## src/rtl/ps2_mouse_tracker_pkg.sv

```systemverilog
// Shared constants for the PS/2 mouse tracker: status-bit positions, FSM states, packet length.
// PS2_WHEEL_EN selects 4-byte IntelliMouse packets instead of the default 3-byte packets.
package ps2_pkg;

   localparam int B_L    = 0;
   localparam int B_R    = 1;
   localparam int B_M    = 2;
   localparam int B_SYNC = 3;
   localparam int B_XS   = 4;
   localparam int B_YS   = 5;
   localparam int B_XO   = 6;
   localparam int B_YO   = 7;

`ifdef PS2_WHEEL_EN
   localparam int PKT_LEN = 4;
`else
   localparam int PKT_LEN = 3;
`endif

   typedef enum logic [2:0] {
      WAIT_B0,
      WAIT_B1,
      WAIT_B2,
`ifdef PS2_WHEEL_EN
      WAIT_B3,
`endif
      UPDATE
   } state_t;

endpackage

```

## src/rtl/ps2_mouse_tracker_axis_accum.sv

```systemverilog
// One cursor axis: sensitivity shift, optional negation, clamped registered position.
module ps2_axis_accum #(
   parameter int W     = 10,
   parameter int LIMIT = 640,
   parameter int SHIFT = 0,
   parameter bit NEG   = 1'b0
) (
   input  logic              clk,
   input  logic              rst,
   input  logic              apply,
   input  logic signed [8:0] delta,
   output logic [W-1:0]      pos
);

   // Two guard bits keep pos + step from wrapping before the clamp.
   localparam int SW = ((W > 9) ? W : 9) + 2;
   localparam logic signed [SW-1:0] MAXV = SW'(LIMIT - 1);

   logic signed [8:0]    d_s;
   logic signed [SW-1:0] step;
   logic signed [SW-1:0] sum;
   logic [W-1:0]         pos_next;

   always_comb begin
      d_s  = delta >>> SHIFT;
      step = {{(SW-9){d_s[8]}}, d_s};
      if (NEG) step = -step;
      sum  = $signed({{(SW-W){1'b0}}, pos}) + step;
      pos_next = sum[W-1:0];
      if (sum < 0)
         pos_next = '0;
      else if (sum > MAXV)
         pos_next = W'(LIMIT - 1);
   end

   always_ff @(posedge clk or posedge rst) begin
      if (rst)
         pos <= W'(LIMIT / 2);
      else if (apply)
         pos <= pos_next;
   end

endmodule

```

## src/rtl/ps2_mouse_tracker.sv

```systemverilog
// Aligns PS/2 mouse bytes into packets and tracks clamped cursor, buttons and framing errors.
// Define PS2_WHEEL_EN for 4-byte IntelliMouse packets and the wheel accumulator output.
module ps2_mouse_tracker
   import ps2_pkg::*;
#(
   parameter int SCREEN_W       = 640,
   parameter int SCREEN_H       = 480,
   parameter int X_W            = 10,
   parameter int Y_W            = 9,
   parameter int DELTA_SHIFT    = 0,
   parameter int TIMEOUT_CYCLES = 50000
) (
   input  logic           clk,
   input  logic           rst,
   input  logic           enable,
   input  logic [7:0]     rx_data,
   input  logic           rx_valid,
   output logic [X_W-1:0] pos_x,
   output logic [Y_W-1:0] pos_y,
   output logic [2:0]     buttons,
   output logic           pkt_valid,
`ifdef PS2_WHEEL_EN
   output logic [7:0]     wheel,
`endif
   output logic [7:0]     sync_err_cnt
);

   localparam int IW = $clog2(TIMEOUT_CYCLES + 1);

   state_t            state;
   logic [7:0]        b0, b1, b2;
`ifdef PS2_WHEEL_EN
   logic [3:0]        wdelta;
`endif
   logic [IW-1:0]     idle_cnt;
   logic              apply;
   logic signed [8:0] dx, dy;

   // A packet is dropped if enable falls during its UPDATE cycle.
   assign apply = (state == UPDATE) && enable;
   assign dx    = b0[B_XO] ? 9'sd0 : $signed({b0[B_XS], b1});
   assign dy    = b0[B_YO] ? 9'sd0 : $signed({b0[B_YS], b2});

   always_ff @(posedge clk or posedge rst) begin
      if (rst) begin
         state        <= WAIT_B0;
         b0           <= '0;
         b1           <= '0;
         b2           <= '0;
`ifdef PS2_WHEEL_EN
         wdelta       <= '0;
         wheel        <= '0;
`endif
         idle_cnt     <= '0;
         buttons      <= '0;
         pkt_valid    <= 1'b0;
         sync_err_cnt <= '0;
      end else begin
         pkt_valid <= apply;
         if (apply) begin
            buttons <= b0[B_M:B_L];
`ifdef PS2_WHEEL_EN
            wheel   <= wheel + {{4{wdelta[3]}}, wdelta};
`endif
         end
         if (!enable) begin
            state    <= WAIT_B0;
            idle_cnt <= '0;
         end else begin
            case (state)
               // UPDATE treats a same-cycle byte as byte 0 of the next packet.
               WAIT_B0, UPDATE: begin
                  state <= WAIT_B0;
                  if (rx_valid) begin
                     if (rx_data[B_SYNC]) begin
                        b0       <= rx_data;
                        state    <= WAIT_B1;
                        idle_cnt <= '0;
                     end else if (sync_err_cnt != 8'hFF) begin
                        sync_err_cnt <= sync_err_cnt + 8'd1;
                     end
                  end
               end
               default: begin
                  if (rx_valid) begin
                     idle_cnt <= '0;
                     case (state)
                        WAIT_B1: begin
                           b1    <= rx_data;
                           state <= WAIT_B2;
                        end
`ifdef PS2_WHEEL_EN
                        WAIT_B2: begin
                           b2    <= rx_data;
                           state <= WAIT_B3;
                        end
                        default: begin
                           wdelta <= rx_data[3:0];
                           state  <= UPDATE;
                        end
`else
                        default: begin
                           b2    <= rx_data;
                           state <= UPDATE;
                        end
`endif
                     endcase
                  end else if (idle_cnt == IW'(TIMEOUT_CYCLES - 1)) begin
                     state    <= WAIT_B0;
                     idle_cnt <= '0;
                     if (sync_err_cnt != 8'hFF)
                        sync_err_cnt <= sync_err_cnt + 8'd1;
                  end else begin
                     idle_cnt <= idle_cnt + IW'(1);
                  end
               end
            endcase
         end
      end
   end

   ps2_axis_accum #(.W(X_W), .LIMIT(SCREEN_W), .SHIFT(DELTA_SHIFT), .NEG(1'b0)) u_x (
      .clk   (clk),
      .rst   (rst),
      .apply (apply),
      .delta (dx),
      .pos   (pos_x)
   );

   // PS/2 +Y is up while screen Y grows downward.
   ps2_axis_accum #(.W(Y_W), .LIMIT(SCREEN_H), .SHIFT(DELTA_SHIFT), .NEG(1'b1)) u_y (
      .clk   (clk),
      .rst   (rst),
      .apply (apply),
      .delta (dy),
      .pos   (pos_y)
   );

endmodule

```

## config.mk

```make
export PLATFORM = sky130hd
export DESIGN_NAME = ps2_mouse_tracker
export DESIGN_NICKNAME = d
export VERILOG_FILES = /design/src/rtl/ps2_mouse_tracker_pkg.sv /design/src/rtl/ps2_mouse_tracker_axis_accum.sv /design/src/rtl/ps2_mouse_tracker.sv
export SDC_FILE = /design/constraint.sdc
export NUM_CORES = 1
export LEC_CHECK = 0
export ABC_AREA = 1
export CORE_MARGIN = 10
export CORE_UTILIZATION = 35
export CTS_BUF_LIST = sky130_fd_sc_hd__clkbuf_4 sky130_fd_sc_hd__clkbuf_8 sky130_fd_sc_hd__clkbuf_16
export CTS_CLUSTER_DIAMETER = 60
export DETAILED_ROUTE_END_ITERATION = 8
export GPL_ROUTABILITY_DRIVEN = 0
export PLACE_DENSITY = 0.65
export SLEW_MARGIN = 0
export SYNTH_ARGS = -nofsm -noshare
export SYNTH_HDL_FRONTEND = slang
export SYNTH_SLANG_ARGS = --single-unit
```

## constraint.sdc

```tcl
create_clock -name clk -period 5.4 [get_ports clk]
set_clock_uncertainty 0.1 [all_clocks]
set_input_delay 0.54 -clock clk [delete_from_list [all_inputs] [get_ports clk]]
set_output_delay 0.54 -clock clk [all_outputs]
set_load 0.1 [all_outputs]
```

==> flow_metrics.env, run 1 <==
export IMPL_status="finished clean"
export IMPL_insertion_delay_ps=330
export IMPL_synth_cells=628
export IMPL_grt_overflow=0
export IMPL_power_density_nw_per_um2=561
export IMPL_rsz0062_at_grt="false"
export IMPL_fillers=1353
export IMPL_rrSetupSlack_ps=2920
export IMPL_cts_htree_levels=3
export IMPL_diodes=0
export IMPL_clkSinkCount=72
export IMPL_cts_tree="yes"
export IMPL_yosysTopAreaCell="dfrtp_1"
export IMPL_vias_per_cell=4.56
export IMPL_max_slew_margin=0.341
export IMPL_syn_num_nets=670
export IMPL_async_flop_share=1.00
export IMPL_grt_pass1_vias=3741
export IMPL_yosysTopAreaCellShare=0.356
export IMPL_drtIter0Drc=283
export IMPL_area_delta_synth_final_pct=20.2
export IMPL_min_to="buttons[1]$_DFFE_PP0P_"
export IMPL_grt_first_pass_wirelength_um=18100
export IMPL_stdcell_count=857
export IMPL_maxCapViolCount=0
export IMPL_yosysSeqAreaShare=0.390
export IMPL_synth_distinct_cells=37
export IMPL_final_common_cell="nand2_1"
export IMPL_period_share=0.493
export IMPL_reg2reg_to="u_x.pos[2]$_DFFE_PP0P_"
export IMPL_vdd_drop_max_mv=0.376
export IMPL_yosys_register_bits=72
export IMPL_syn_cell_area_um2=4640
export IMPL_fin_setup_tns_ps=0
export IMPL_worstHoldPathType="register to register"
export IMPL_r2r_start="b0[6]$_DFFE_PP0P_"
export IMPL_clockBufferDepth=2
export IMPL_ant_nets=0
export IMPL_drc=0
export IMPL_synth_edf_count=0
export IMPL_path_buf_inv=1
export IMPL_worst_hold_path_num_cells=2
export IMPL_dp_cells=841
export IMPL_dieArea_um2=18300
export IMPL_max_freq_mhz=376
export IMPL_grt_start_max_net_pins=39
export IMPL_startpoint_type="register"
export IMPL_row_count=42
export IMPL_critPathMaxFanout=3
export IMPL_synth_area_leaders="dfrtp_1 (36%), nand2_1 (17%), ha_1 (7.5%)"
export IMPL_io_buffers=42
export IMPL_finalWirelength_um=10300
export IMPL_path_clk_slew_ps=60
export IMPL_wire_per_inst_um=12.1
export IMPL_postPlaceCellArea_um2=5270
export IMPL_fin_crit_ps=2660
export IMPL_ys_warn_count=0
export IMPL_initial_core_util=0.353
export IMPL_hold_viol=0
export IMPL_avgSynthCellArea_um2=7.39
export IMPL_numCtsBuffers=9
export IMPL_ioPinCount=43
export IMPL_first_pass_iters=5
export IMPL_p_leak_nw=2.86
export IMPL_path_delay_family="buffers and inverters"
export IMPL_antenna_found_initial=0
export IMPL_worstMarginPinSlew_ps=986
export IMPL_worstHoldStart="b0[1]$_DFFE_PP0P_"
export IMPL_final_cell_mix="nand2_1 (211), inv_1 (85), dfrtp_1 (66), nand3_1 (45), clkdlybuf4s50_1 (42)"
export IMPL_layout_nets=718
export IMPL_drive_gt1_frac=0.0852
export IMPL_grt_total_usage=0.119
export IMPL_cp_slowest_cell="clkdlybuf4s50_1"
export IMPL_crit_type="register to primary output"
export IMPL_critPathCaptureType="primary output"
export IMPL_die_h_um=135
export IMPL_worstPathRequired_ps=4760
export IMPL_crit_path_cell_trace="clkdlybuf4s50_1"
export IMPL_arrival_ps=2020
export IMPL_ff2ff_path_depth=16
export IMPL_die_w_um=135
export IMPL_via_count=3910
export IMPL_hold_buffers=0
export IMPL_core_area_um2=13100
export IMPL_cts_root_buffer="clkbuf_16"
export IMPL_cts_setup_buffers=0
export IMPL_synth_main_ff_cell="dfrtp_1"
export IMPL_cpPeakStageDelay_ps=1140
export IMPL_setup_viol=0
export IMPL_dpl_hpwl_um=7970
export IMPL_stdcell_area_um2=5580
export IMPL_cts_resized=0
export IMPL_drv_slew=0
registers in the layout, summed over array words and instances, names as in the netlist:
| name | count |
|---|---|
| b0 | 7 |
| b1 | 8 |
| b2 | 8 |
| buttons | 3 |
| idle_cnt | 16 |
| pkt_valid | 1 |
| state | 2 |
| sync_err_cnt | 8 |
| u_x.pos | 10 |
| u_y.pos | 9 |
synthesized netlist by cell type (3+ instances only):
| library cell | number |
|---|---|
| nand2_1 | 211 |
| clkbuf_1 | 5 |
| dfrtp_1 | 66 |
| dfstp_2 | 6 |
| nor2_1 | 38 |
| nor2_2 | 3 |
| nand3_2 | 3 |
| o21ai_0 | 32 |
| ha_1 | 28 |
| o21bai_1 | 3 |
| o21ai_1 | 5 |
| inv_2 | 5 |
| a21oi_1 | 15 |
| nand2_2 | 5 |
| xnor2_1 | 7 |
| nand4_1 | 13 |
| xor2_1 | 12 |
| nor3_1 | 11 |
| nor2_4 | 3 |
| nand3_4 | 3 |
| inv_1 | 86 |
| nand3_1 | 45 |
final cells by class:
type,count,area [um^2],share of cell area
clock buffer,12,260,0.0466
clock inverter,4,52.6,0.00941
inverter,93,352,0.0630
multi-input combinational,456,2450,0.439
sequential,72,1810,0.324
tap,176,220,0.0395
timing repair buffer,44,435,0.0780
cells by family (layout without fill, tap and decap cells):
| kind of cell | Yosys count | in the layout | share of synthesized area |
|---|---|---|---|
| AND/OR/NAND/NOR | 347 | 347 | 0.339 |
| buffers and inverters | 100 | 153 | 0.0819 |
| flip-flops | 72 | 72 | 0.390 |
| AO/OA/AOI/OAI | 59 | 59 | 0.0677 |
| adder cells (fa/ha/maj) | 30 | 30 | 0.0841 |
| XOR/XNOR | 19 | 19 | 0.0358 |
| multiplexers | 1 | 1 | 0.00216 |
where the power goes:
group | total, mW | leakage (nW) | internal (mW) | switching [mW]
combinational | 1.73 | 1.77 | 0.528 | 1.20
sequential | 0.790 | 0.945 | 0.681 | 0.110
clock | 0.612 | 0.144 | 0.388 | 0.224
total | 3.13 | 2.86 | 1.60 | 1.53
metrics by stage:
stage	hold WS (ps)	power, mW	util	setup WS, ps
2_1_floorplan	342	2.17	-	2680
3_3_place_gp	359	2.53	0.401	2940
3_5_place_dp	368	2.53	0.401	2940
4_1_cts	379	3.16	0.425	2730
5_1_grt	395	3.38	0.425	2630
6_report	378	3.13	0.425	2740
worst min-delay path: stages (launching register included):
cell and delay, ps:
dfrtp_1 350, nand2_1 60, nand2_1 50
routing by layer:
metal	vias to the layer above	routed length, um	GRT usage
met3	9	529	0.0386
met4	0	95	0.0269
met2	61	4470	0.179
met1	1742	5250	0.162
li1	2098	-	-
met5	-	0	0
how the worst max path moves through the flow:
stage	endpoint	cells past startpoint	slack [ps]	from
4_1_cts	pos_x[6]	1	2730	u_x.pos[6]$_DFFE_PP1P_
5_1_grt	u_x.pos[1]$_DFFE_PP0P_	16	2630	b0[6]$_DFFE_PP0P_
6_report	pos_x[6]	1	2740	u_x.pos[6]$_DFFE_PP1P_
2_1_floorplan	u_x.pos[1]$_DFFE_PP0P_	15	2680	u_x.pos[0]$_DFFE_PP0P_
3_5_place_dp	u_x.pos[9]$_DFFE_PP0P_	8	2940	enable
3_3_place_gp	u_x.pos[9]$_DFFE_PP0P_	8	2940	enable
Power figures use the tool's default switching activity.
==> run 2, diff against run 1 <==
- clock period: 5.4 -> 2.6 ns (I/O delays scaled with it)
==> run 2 against run 1 <==
Via count grew 1.9%. Hold slack worse by 150 ps. Combinational power increased by 110%. Sequential power grew 110%. Register-to-register slack worse by 2700 ps. Cell count is 0.23% higher. Core utilization down 0.58 points. Total power up 100%. Sequential share of layout area grew 0.49 points. Die area unchanged. Routed wire length grew 2.6%. Critical path type is now register to register. Largest power group unchanged.
==> flow_metrics.env, run 2 (same netlist as run 1, synthesis figures left out) <==
export IMPL_dieArea_um2=18300
export IMPL_fin_setup_tns_ps=0
export IMPL_top_register="idle_cnt"
export IMPL_largest_reg_flops=16
export IMPL_hold_buffers=0
export IMPL_drc=0
export IMPL_top_regs="idle_cnt (16), u_x.pos (10), u_y.pos (9)"
export IMPL_drv_slew=0
export IMPL_io_buffers=42
export IMPL_arrival_ps=2470
export IMPL_ioPinCount=43
export IMPL_antenna_found_initial=0
export IMPL_max_slew_margin=0.652
export IMPL_clkSinkCount=72
export IMPL_vias_per_cell=4.64
export IMPL_maxCapViolCount=0
export IMPL_diodes=0
export IMPL_area_delta_synth_final_pct=18.6
export IMPL_setup_viol=0
export IMPL_critPathMaxFanout=9
export IMPL_die_h_um=135
export IMPL_die_w_um=135
export IMPL_finalWirelength_um=10600
export IMPL_cts_setup_buffers=0
export IMPL_max_freq_mhz=427
export IMPL_final_cell_mix="nand2_1 (211), inv_1 (85), dfrtp_1 (64), nand3_1 (45), nor2_1 (38)"
export IMPL_dpl_hpwl_um=8050
export IMPL_wire_per_inst_um=12.4
export IMPL_ant_nets=0
export IMPL_drtIter0Drc=262
export IMPL_worstMarginPinSlew_ps=521
export IMPL_status="finished clean"
export IMPL_vdd_drop_max_mv=0.915
export IMPL_rsz0062_at_grt="false"
export IMPL_first_pass_iters=5
export IMPL_grt_first_pass_wirelength_um=18500
export IMPL_drive_gt1_frac=0.138
export IMPL_cts_tree="yes"
export IMPL_hold_ws_ps=223
export IMPL_core_area_um2=13100
export IMPL_crit_type="register to register"
export IMPL_period_share=0.901
export IMPL_power_density_nw_per_um2=1160
export IMPL_insertion_delay_ps=340
export IMPL_grt_start_max_net_pins=73
export IMPL_cts_htree_levels=3
export IMPL_path_clk_slew_ps=60
export IMPL_grt_total_usage=0.123
export IMPL_critPathCaptureType="register"
export IMPL_worstHoldPathType="input pin to asynchronous set/reset pin"
export IMPL_ff2ff_path_depth=16
export IMPL_grt_overflow=0
export IMPL_layout_nets=720
export IMPL_row_count=42
export IMPL_numCtsBuffers=9
export IMPL_cts_root_buffer="clkbuf_16"
export IMPL_final_common_cell="nand2_1"
export IMPL_hold_viol=0
export IMPL_startpoint_type="register"
export IMPL_fillers=1341
export IMPL_worstPathRequired_ps=2730
export IMPL_via_count=3983
export IMPL_p_leak_nw=2.92
export IMPL_initial_core_util=0.353
export IMPL_fin_crit_ps=2340
export IMPL_grt_pass1_vias=3928
export IMPL_clockBufferDepth=2
run 2: worst max-delay path, cell delays in order, from the launching register on:
cell	delay, ps
dfrtp_1	420
nor2_1	120
ha_2	200
inv_1	50
fa_1	390
inv_1	110
nand3_1	70
nand3_1	100
nand2_1	80
nand2_1	60
nand2_1	40
nand2_1	70
nand2_1	90
nand3_4	110
nand3_1	80
nand2_1	70
nand2_1	50
run 2: path summary, 6_finish.rpt:
check / from / endpoint / slack (ps)
min in group clk: u_x.pos[6]$_DFFE_PP1P_ / u_x.pos[6]$_DFFE_PP1P_ / 380
min reg2reg: u_x.pos[6]$_DFFE_PP1P_ / u_x.pos[6]$_DFFE_PP1P_ / 380
min: rst / sync_err_cnt[4]$_DFFE_PP0P_ / 220
max reg2reg: b0[6]$_DFFE_PP0P_ / u_x.pos[5]$_DFFE_PP0P_ / 260
max: b0[6]$_DFFE_PP0P_ / u_x.pos[5]$_DFFE_PP0P_ / 260
max in group asynchronous: rst / u_x.pos[8]$_DFFE_PP1P_ / 1830
run 2: metrics by stage:
step / setup slack, ps / utilization / instances / instance area [um^2] / power, mW
after CTS: 213 / 0.419 / 859 / 5500 / 6.43
after detailed placement: 228 / 0.397 / 843 / 5220 / 5.22
after floorplan: 152 / - / 628 / 4640 / 4.50
after global routing: 0.244 / 0.419 / 859 / 5510 / 6.90
final: 257 / 0.419 / 859 / 5510 / 6.38
after global placement: 295 / 0.397 / 843 / 5220 / 5.21
run 2: what timing repair did:
action                                 4_1_cts  5_1_grt
resized for setup                            0        1
setup endpoints to repair                    0        8
endpoints found under the hold margin        0        0
run 2: area by class of cell:
type | instances | area (um^2) | share of cell area
tap | 176 | 220 | 0.0400
inverter | 93 | 352 | 0.0639
timing repair buffer | 46 | 385 | 0.0700
sequential | 72 | 1810 | 0.329
clock buffer | 15 | 277 | 0.0502
multi-input combinational | 456 | 2450 | 0.446
clock inverter | 1 | 5.00 | 0.000909
run 2: per-layer routing:
metal	up-vias	wire length, um	global-route usage
met5	-	0	0
li1	2093	-	-
met4	0	157	0.0413
met1	1802	5200	0.162
met2	75	4670	0.189
met3	13	585	0.0352
run 2: where the power goes:
group | leakage (nW) | total [mW] | switching [mW] | internal (mW)
logic | 1.84 | 3.55 | 2.49 | 1.06
clock network | 0.145 | 1.18 | 0.456 | 0.724
registers | 0.942 | 1.65 | 0.230 | 1.42
==> run 3, diff against run 2 <==
- CTS_BUF_LIST: sky130_fd_sc_hd__clkbuf_4 sky130_fd_sc_hd__clkbuf_8 sky130_fd_sc_hd__clkbuf_16 -> default
- PLACE_DENSITY: 0.65 -> default
==> run 3 against run 2 <==
Routed wire length rose by 2.5%. Non-clock buffer count unchanged. Largest cell class unchanged. Sequential cell count unchanged. Global-route usage is 0.25 points higher. Maximum frequency down 2.5%. Critical path depth stayed put. Sequential share of layout area about the same. Sequential power about the same.
==> flow_metrics.env, run 3 (same netlist as run 1, synthesis figures left out) <==
export IMPL_status="finished clean"
export IMPL_p_int_mw=3.16
export IMPL_initial_core_util=0.353
export IMPL_grt_overflow=0
export IMPL_drive_gt1_frac=0.140
export IMPL_grt_start_max_net_pins=73
export IMPL_top_register="idle_cnt"
export IMPL_core_area_um2=13100
export IMPL_sw_frac_of_total=0.503
export IMPL_hold_viol=0
export IMPL_cp_slowest_cell="dfrtp_2"
export IMPL_wire_per_inst_um=12.7
export IMPL_max_freq_mhz=416
export IMPL_vias_per_cell=4.72
export IMPL_top_regs="idle_cnt (16), u_x.pos (10), u_y.pos (9)"
export IMPL_r2r_start="b0[6]$_DFFE_PP0P_"
export IMPL_dp_cells=842
export IMPL_final_common_cell="nand2_1"
export IMPL_grt_total_usage=0.125
export IMPL_path_delay_family="simple AND/OR/NAND/NOR gates"
export IMPL_rrSetupSlack_ps=200
export IMPL_drc=0
export IMPL_clkSinkCount=72
export IMPL_period_share=0.925
export IMPL_grt_first_pass_wirelength_um=18800
export IMPL_worstMarginPinSlew_ps=526
export IMPL_ff2ff_path_depth=16
export IMPL_crit_path_cell_trace="nor2_2 > ha_2 > inv_1 > fa_1 > inv_2 > nand3_1 > nand3_2 > nand2_1 > nand2_1 > nand2_1 > nand2_1 > nand2_2 > nand3_2 > nand3_1 > nand2_1 > nand2_1"
export IMPL_finalWirelength_um=10900
export IMPL_worstHoldPathType="input pin to asynchronous set/reset pin"
export IMPL_final_cell_mix="nand2_1 (210), inv_1 (84), dfrtp_1 (63), nand3_1 (44), nor2_1 (37)"
export IMPL_arrival_ps=2530
export IMPL_netSwitchingPower_mw=3.20
export IMPL_stdcell_count=860
export IMPL_clock_power_share=0.176
export IMPL_reg2reg_to="u_x.pos[1]$_DFFE_PP0P_"
export IMPL_path_common_cell="nand2_1"
export IMPL_via_count=4058
export IMPL_dieArea_um2=18300
export IMPL_path_clk_slew_ps=60
export IMPL_cts_root_buffer="clkbuf_16"
export IMPL_row_count=42
export IMPL_rsz0062_at_grt="false"
export IMPL_clockBufferDepth=2
export IMPL_ioPinCount=43
export IMPL_setup_viol=0
export IMPL_ant_nets=0
export IMPL_diodes=0
export IMPL_p_leak_nw=2.91
export IMPL_die_w_um=135
export IMPL_antenna_found_initial=0
export IMPL_layout_nets=721
export IMPL_fillers=1339
export IMPL_critPathMaxFanout=7
export IMPL_largest_reg_flops=16
export IMPL_cts_tree="yes"
export IMPL_crit_type="register to register"
export IMPL_worstPathRequired_ps=2730
export IMPL_combPwrFrac=0.564
export IMPL_insertion_delay_ps=340
export IMPL_grt_pass1_vias=3923
export IMPL_drv_slew=0
export IMPL_startpoint_type="register"
export IMPL_fin_crit_ps=2400
export IMPL_die_h_um=135
export IMPL_vdd_drop_max_mv=0.908
export IMPL_first_pass_iters=4
export IMPL_max_slew_margin=0.648
export IMPL_path_buf_inv=2
export IMPL_cpPeakStageDelay_ps=450
export IMPL_maxCapViolCount=0
export IMPL_critPathCaptureType="register"
export IMPL_dpl_hpwl_um=8340
export IMPL_drtIter0Drc=237
export IMPL_numCtsBuffers=9
export IMPL_power_frac_seq=0.260
export IMPL_power_density_nw_per_um2=1150
export IMPL_fin_setup_tns_ps=0
export IMPL_area_delta_synth_final_pct=18.7
export IMPL_fin_util=0.420
export IMPL_io_buffers=42
export IMPL_cts_htree_levels=3
[run 3: how the worst max path moves through the flow]
stage | endpoint | from | cells past startpoint
final | u_x.pos[1]$_DFFE_PP0P_ | b0[6]$_DFFE_PP0P_ | 16
after global routing | u_y.pos[6]$_DFFE_PP1P_ | b0[7]$_DFFE_PP0P_ | 11
after CTS | u_x.pos[0]$_DFFE_PP0P_ | b0[6]$_DFFE_PP0P_ | 16
after detailed placement | u_x.pos[0]$_DFFE_PP0P_ | b0[6]$_DFFE_PP0P_ | 16
after global placement | u_x.pos[5]$_DFFE_PP0P_ | b0[6]$_DFFE_PP0P_ | 16
after floorplan | u_x.pos[2]$_DFFE_PP0P_ | u_x.pos[9]$_DFFE_PP0P_ | 11
[run 3: power groups by stage]
stage | registers [mW] | logic, mW | clock network [mW]
final | 1.65 | 3.58 | 1.12
after global routing | 1.69 | 3.98 | 1.21
after CTS | 1.66 | 3.56 | 1.16
after detailed placement | 1.67 | 3.55 | 0
after global placement | 1.67 | 3.52 | 0
after floorplan | 2.55 | 1.95 | 0
[run 3: final cells by class]
cell class / count / area (um^2) / area share
Inverter: 93 / 352 / 0.0638
Clock buffer: 15 / 258 / 0.0468
Timing Repair Buffer: 46 / 385 / 0.0699
Clock inverter: 1 / 5.00 / 0.000908
Multi-Input combinational cell: 457 / 2480 / 0.450
Tap cell: 176 / 220 / 0.0400
Sequential cell: 72 / 1810 / 0.329
[run 3: tightest hold or removal path, cell delays in order]
cell and delay, ps:
clkdlybuf4s50_1 410, inv_2 70, buf_12 320
[run 3: metrics by stage]
stage	cell area (um^2)	total power, mW	hold slack (ps)	setup WS (ps)
after floorplan	4640	4.50	318	152
after global placement	5210	5.19	355	211
after detailed placement	5210	5.22	360	63.1
after CTS	5480	6.38	245	47.2
after global routing	5510	6.89	286	3.98
final	5510	6.36	219	196
[run 3: repair_timing]
item	in CTS	in global routing
setup endpoints to repair	0	10
setup buffers	0	1
hold buffers	0	0
gates resized for setup	0	7
[run 3: layer usage]
| metal | vias up | share of wire | GRT usage |
|---|---|---|---|
| li1 | 2095 | - | - |
| met1 | 1887 | 0.46 | 0.158 |
| met2 | 71 | 0.47 | 0.204 |
| met3 | 5 | 0.059 | 0.0427 |
| met4 | 0 | 0.0072 | 0.0239 |
| met5 | - | 0 | 0 |
